==> src/rtl/fwd_hazard_unit.sv <==
// Forwarding-select and load-use hazard unit; tracks in-flight destination tags EX..WB internally.
// stall is combinational from ID; ex_fwd_sel/ex_valid register on issue; mem_wait freezes all state.
module fwd_hazard_unit #(
  parameter int AW       = 5,
  parameter int DEPTH    = 3,
  parameter int NUM_SRC  = 2,
  parameter int LOAD_LAT = 1,
  parameter int CNT_W    = 16,
  localparam int SELW    = $clog2(DEPTH)
) (
  input  logic                    clk,
  input  logic                    rst_n,
  input  logic                    id_valid,
  input  logic [NUM_SRC*AW-1:0]   id_src_addr,
  input  logic [NUM_SRC-1:0]      id_src_used,
  input  logic [AW-1:0]           id_dst_addr,
  input  logic                    id_reg_write,
  input  logic                    id_mem_read,
  input  logic                    flush,
  input  logic                    mem_wait,
  output logic                    stall,
  output logic [NUM_SRC*SELW-1:0] ex_fwd_sel,
  output logic                    ex_valid,
  output logic [CNT_W-1:0]        stall_cnt
);

  // The WB entry retires into a write-before-read register file, so only
  // entries 1..DEPTH-1 can ever produce a match and need storage.
  logic [DEPTH-1:1] e_valid;
  logic [DEPTH-1:1] e_wr;
  logic [DEPTH-1:1] e_ld;
  logic [AW-1:0]    e_dst [1:DEPTH-1];

  logic [NUM_SRC-1:0]      src_haz;
  logic [NUM_SRC*SELW-1:0] sel_next;
  logic                    hazard;
  logic                    issue;

  always_comb begin
    src_haz  = '0;
    sel_next = '0;
    for (int k = 0; k < NUM_SRC; k++) begin
      // Oldest first so the youngest matching entry overwrites the result.
      for (int i = DEPTH-1; i >= 1; i--) begin
        if (e_valid[i] && e_wr[i] && id_src_used[k] &&
            id_src_addr[k*AW +: AW] != '0 &&
            e_dst[i] == id_src_addr[k*AW +: AW]) begin
          if (e_ld[i] && (i < 1 + LOAD_LAT)) begin
            src_haz[k]                 = 1'b1;
            sel_next[k*SELW +: SELW]   = '0;
          end else begin
            src_haz[k]                 = 1'b0;
            sel_next[k*SELW +: SELW]   = SELW'(i);
          end
        end
      end
    end
  end

  assign hazard = id_valid && !flush && (|src_haz);
  assign stall  = hazard || mem_wait;
  assign issue  = id_valid && !flush && !hazard;

  always_ff @(posedge clk or negedge rst_n) begin
    if (!rst_n) begin
      e_valid    <= '0;
      e_wr       <= '0;
      e_ld       <= '0;
      for (int i = 1; i <= DEPTH-1; i++) e_dst[i] <= '0;
      ex_fwd_sel <= '0;
      ex_valid   <= 1'b0;
      stall_cnt  <= '0;
    end else if (!mem_wait) begin
      for (int i = DEPTH-1; i >= 2; i--) begin
        e_valid[i] <= e_valid[i-1];
        e_wr[i]    <= e_wr[i-1];
        e_ld[i]    <= e_ld[i-1];
        e_dst[i]   <= e_dst[i-1];
      end
      if (issue) begin
        e_valid[1] <= 1'b1;
        e_wr[1]    <= id_reg_write && (id_dst_addr != '0);
        e_ld[1]    <= id_mem_read;
        e_dst[1]   <= id_dst_addr;
        ex_fwd_sel <= sel_next;
        ex_valid   <= 1'b1;
      end else begin
        e_valid[1] <= 1'b0;
        e_wr[1]    <= 1'b0;
        e_ld[1]    <= 1'b0;
        e_dst[1]   <= '0;
        ex_fwd_sel <= '0;
        ex_valid   <= 1'b0;
      end
      if (hazard && (stall_cnt != '1)) stall_cnt <= stall_cnt + CNT_W'(1);
    end
  end

endmodule

==> config.mk <==
export PLATFORM = sky130hd
export DESIGN_NAME = fwd_hazard_unit
export DESIGN_NICKNAME = d
export VERILOG_FILES = /design/src/rtl/fwd_hazard_unit.sv
export SDC_FILE = /design/constraint.sdc
export NUM_CORES = 1
export LEC_CHECK = 0
export CAP_MARGIN = 0
export CELL_PAD_IN_SITES_DETAIL_PLACEMENT = 0
export CELL_PAD_IN_SITES_GLOBAL_PLACEMENT = 1
export CORE_ASPECT_RATIO = 1.1
export CORE_MARGIN = 2
export CORE_UTILIZATION = 37
export CTS_CLUSTER_SIZE = 12
export DETAILED_ROUTE_END_ITERATION = 8
export GPL_TIMING_DRIVEN = 0
export PLACE_DENSITY = 0.82
export SETUP_SLACK_MARGIN = 0.1
export SYNTH_ARGS = -nofsm -noshare
export SYNTH_HDL_FRONTEND = slang
export SYNTH_SLANG_ARGS = --single-unit
==> constraint.sdc <==
create_clock -name clk -period 2.6 [get_ports clk]
set_input_delay 0.26 -clock clk [delete_from_list [all_inputs] [get_ports clk]]
set_output_delay 0.26 -clock clk [all_outputs]
set_load 0.005 [all_outputs]
==> flow_metrics.env <==
export IMPL_status="finished, final reports clean"
export IMPL_antenna_found_initial=0
export IMPL_avgSynthCellArea_um2=11.2
export IMPL_finalCritPeriodShare_pct=92.5
export IMPL_clk_path_buf_depth=2
export IMPL_grt_overflow_total=0
export IMPL_seq_area_frac_synth_pct=48.7
export IMPL_drv_slew=0
export IMPL_ys_ff_latch=35
export IMPL_start_kind="flop"
export IMPL_yosysWarningCount=0
export IMPL_n_antenna_cell=0
export IMPL_root_buffer="clkbuf_8"
export IMPL_hp_class="in2async"
export IMPL_end_kind="output pin"
export IMPL_cts_made_buffers=5
export IMPL_clock_skew_ns=0.0102
export IMPL_syn2layout_area_growth_pct=33.8
export IMPL_slew_headroom_pct=49.2
export IMPL_grt_pass1_vias=1405
export IMPL_utilization_pct=51.7
export IMPL_slowest_delay_ns=0.44
export IMPL_dp_hpwl_um=2960
export IMPL_gp_congestion=0.797
export IMPL_setup_viol=0
export IMPL_cp_slowest_cell="dfrtp_2"
export IMPL_critPathTopFamily="simple AND/OR/NAND/NOR gates"
export IMPL_synth_distinct_cells=33
export IMPL_yosys_most_used_dff="dfrtp_1"
export IMPL_path_class="reg2out"
export IMPL_required_ns=2.34
export IMPL_stdcell_area_um2=2410
export IMPL_fmax_mhz=416
export IMPL_viasPerCell=5.29
export IMPL_yosysTopAreaCell="dfrtp_1"
export IMPL_yosys_area_top_type_share_pct=48.7
export IMPL_syn_nets=186
export IMPL_wl_per_cell_um=14.5
export IMPL_num_rows=26
export IMPL_fin_nets=238
export IMPL_syn_area_um2=1800
export IMPL_die_w_um=70.5
export IMPL_layout_drive_gt1_share_pct=13.1
export IMPL_regToRegEndpoint="stall_cnt[1]"
export IMPL_drt_iter0_drc=62
export IMPL_io_buffer_count=45
export IMPL_cp_arrival_ns=2.14
export IMPL_ys_async_sr_fraction_pct=100
export IMPL_drc=0
export IMPL_htreeDepth=2
export IMPL_cts_tree="built"
export IMPL_worst_r2r_setup_slack_ns=0.33
export IMPL_fin_crit_ns=2.40
export IMPL_reg2reg_from="e_dst[6]"
export IMPL_finalHoldViolCount=0
export IMPL_grt_pass1_wl_um=6750
export IMPL_dp_slack_ns=-0.190
export IMPL_synthTopCellsByArea="dfrtp_1 49%, xnor2_1 11%, xor2_1 5.4%, mux2_2 4.4%, nand4_1 3.5%"
export IMPL_vias=1428
export IMPL_initial_utilization_pct=38.6
export IMPL_placed_area_um2=2310
export IMPL_post_place_cells=262
export IMPL_clock_sinks=35
export IMPL_path_buf_inv=2
export IMPL_crit_chain="xnor2_1 -> nand4_1 -> or3_4 -> a21bo_1 -> buf_6 -> o21bai_1 -> clkdlybuf4s15_1"
export IMPL_maxCapViolations=0
export IMPL_antenna_left=0
export IMPL_ir_drop_mv=0.238
export IMPL_core_area_um2=4650
export IMPL_fillers=450
export IMPL_final_setup_worst_slack_ns=0.195
export IMPL_leakage_nw=1.02
export IMPL_die_area_um2=5430
export IMPL_worst_pin_slew_ns=0.762
export IMPL_syn_inst=161
export IMPL_synth_edff_count=0
export IMPL_globalRouteTotalUtil_pct=15.7
export IMPL_clk_latency_ns=0.29
export IMPL_rsz0062_at_grt="no"
export IMPL_first_pass_iters=4
export IMPL_crit_path_max_fanout=10
export IMPL_r2r_cells=7
export IMPL_pin_count=46
export IMPL_path_clk_slew_ns=0.07
export IMPL_grt_max_degree=36
export IMPL_routed_wl_um=3920
export IMPL_die_h_um=77.1
export IMPL_cts_hold_buffers=0
export IMPL_total_power_mw=1.08
export IMPL_final_cells=270
export IMPL_cellPowerDensity_nw_per_um2=451
## routing by layer
layer / share of wire (%) / global-route usage [%]
met5: 0 / 0
met4: 1.0 / 3.46
met2: 50 / 26.8
met3: 5.7 / 4.99
met1: 43 / 19.2
## layout by cell type (no fill, tap or decap), types with 2 or more instances in the layout
| cell | n |
|---|---|
| nand2_1 | 12 |
| dlymetal6s2s_1 | 3 |
| dfrtp_2 | 3 |
| xnor2_1 | 23 |
| nor2_1 | 6 |
| nor4_1 | 4 |
| dlygate4sd2_1 | 6 |
| dfrtp_1 | 32 |
| or3_4 | 3 |
| o41ai_1 | 2 |
| mux2_2 | 7 |
| nand4b_1 | 2 |
| or4_1 | 2 |
| nor3_1 | 8 |
| nand4_1 | 10 |
| clkbuf_8 | 5 |
| o21ai_2 | 2 |
| nand3_1 | 9 |
| clkdlybuf4s50_1 | 34 |
| clkbuf_1 | 4 |
| a21o_1 | 2 |
| a22o_1 | 5 |
| o21ai_0 | 2 |
| xor2_1 | 11 |
## kinds of logic after synthesis
logic type | Yosys count | synth area share (%)
adder cells (fa/ha/maj) | 1 | 0.696
XOR/XNOR | 35 | 17.5
buffers and inverters | 4 | 1.25
multiplexers | 8 | 5.22
AO/OA/AOI/OAI | 19 | 8.35
flip-flops | 35 | 48.7
AND/OR/NAND/NOR | 59 | 18.3
## final cells by class
type	instances	area, µm²	share of cell area (%)
clock inverters	1	5.00	0.208
multi-input cells	122	907	37.7
repair buffers	45	445	18.5
well taps	56	70.1	2.91
plain buffers	4	22.5	0.936
flip-flops and latches	35	880	36.6
clock buffers	7	76.3	3.17
## Yosys cell counts, types with 2 or more instances
| library cell | number |
|---|---|
| dfrtp_1 | 35 |
| xnor2_1 | 23 |
| nand2_1 | 12 |
| xor2_1 | 11 |
| nand4_1 | 10 |
| nand3_1 | 9 |
| nor3_1 | 8 |
| mux2_2 | 7 |
| nor2_1 | 6 |
| a22o_1 | 5 |
| nor4_1 | 4 |
| o21ai_0 | 3 |
| or3_4 | 3 |
| a21o_1 | 2 |
| clkbuf_1 | 2 |
| nand4b_1 | 2 |
| o41ai_1 | 2 |
| or4_1 | 2 |
## state kept, by name (all words and copies together), names as in the netlist
name and flops:
stall_cnt 16, e_valid 2, ex_fwd_sel 4, e_dst 10, e_ld 1, e_wr 2
## power by group
part           internal, mW  switching, mW
logic                0.0709         0.0560
clock network         0.188          0.190
registers             0.561         0.0190
## per-stage QoR
stage | TNS, ns | hold slack, ns
CTS | 0 | 0.0708
global route | 0 | 0.105
detailed placement | -0.280 | 0.384
finish | 0 | 0.0350
global placement | -0.260 | 0.478
floorplan | 0 | -0.0356
## worst max path at each step
| stage | start | to | slack, ns | depth (start not counted) |
|---|---|---|---|---|
| final | e_dst[6] | stall | 0.20 | 7 |
| after detailed placement | id_src_addr[0] | stall | -0.19 | 8 |
| after global placement | id_src_addr[0] | stall | -0.20 | 8 |
| after floorplan | e_dst[5] | stall_cnt[1] | 0.45 | 7 |
| after CTS | id_src_addr[5] | stall | 0.11 | 8 |
| after global routing | e_dst[9] | stall | 0.12 | 7 |
## repair_timing
item                                    4_1_cts  5_1_grt
endpoints found under the setup margin        1        1
buffers inserted                              0        0
gates resized for setup                      10        7
pin swaps                                     0        1
Note: power is estimated with default switching activity, not from simulation.
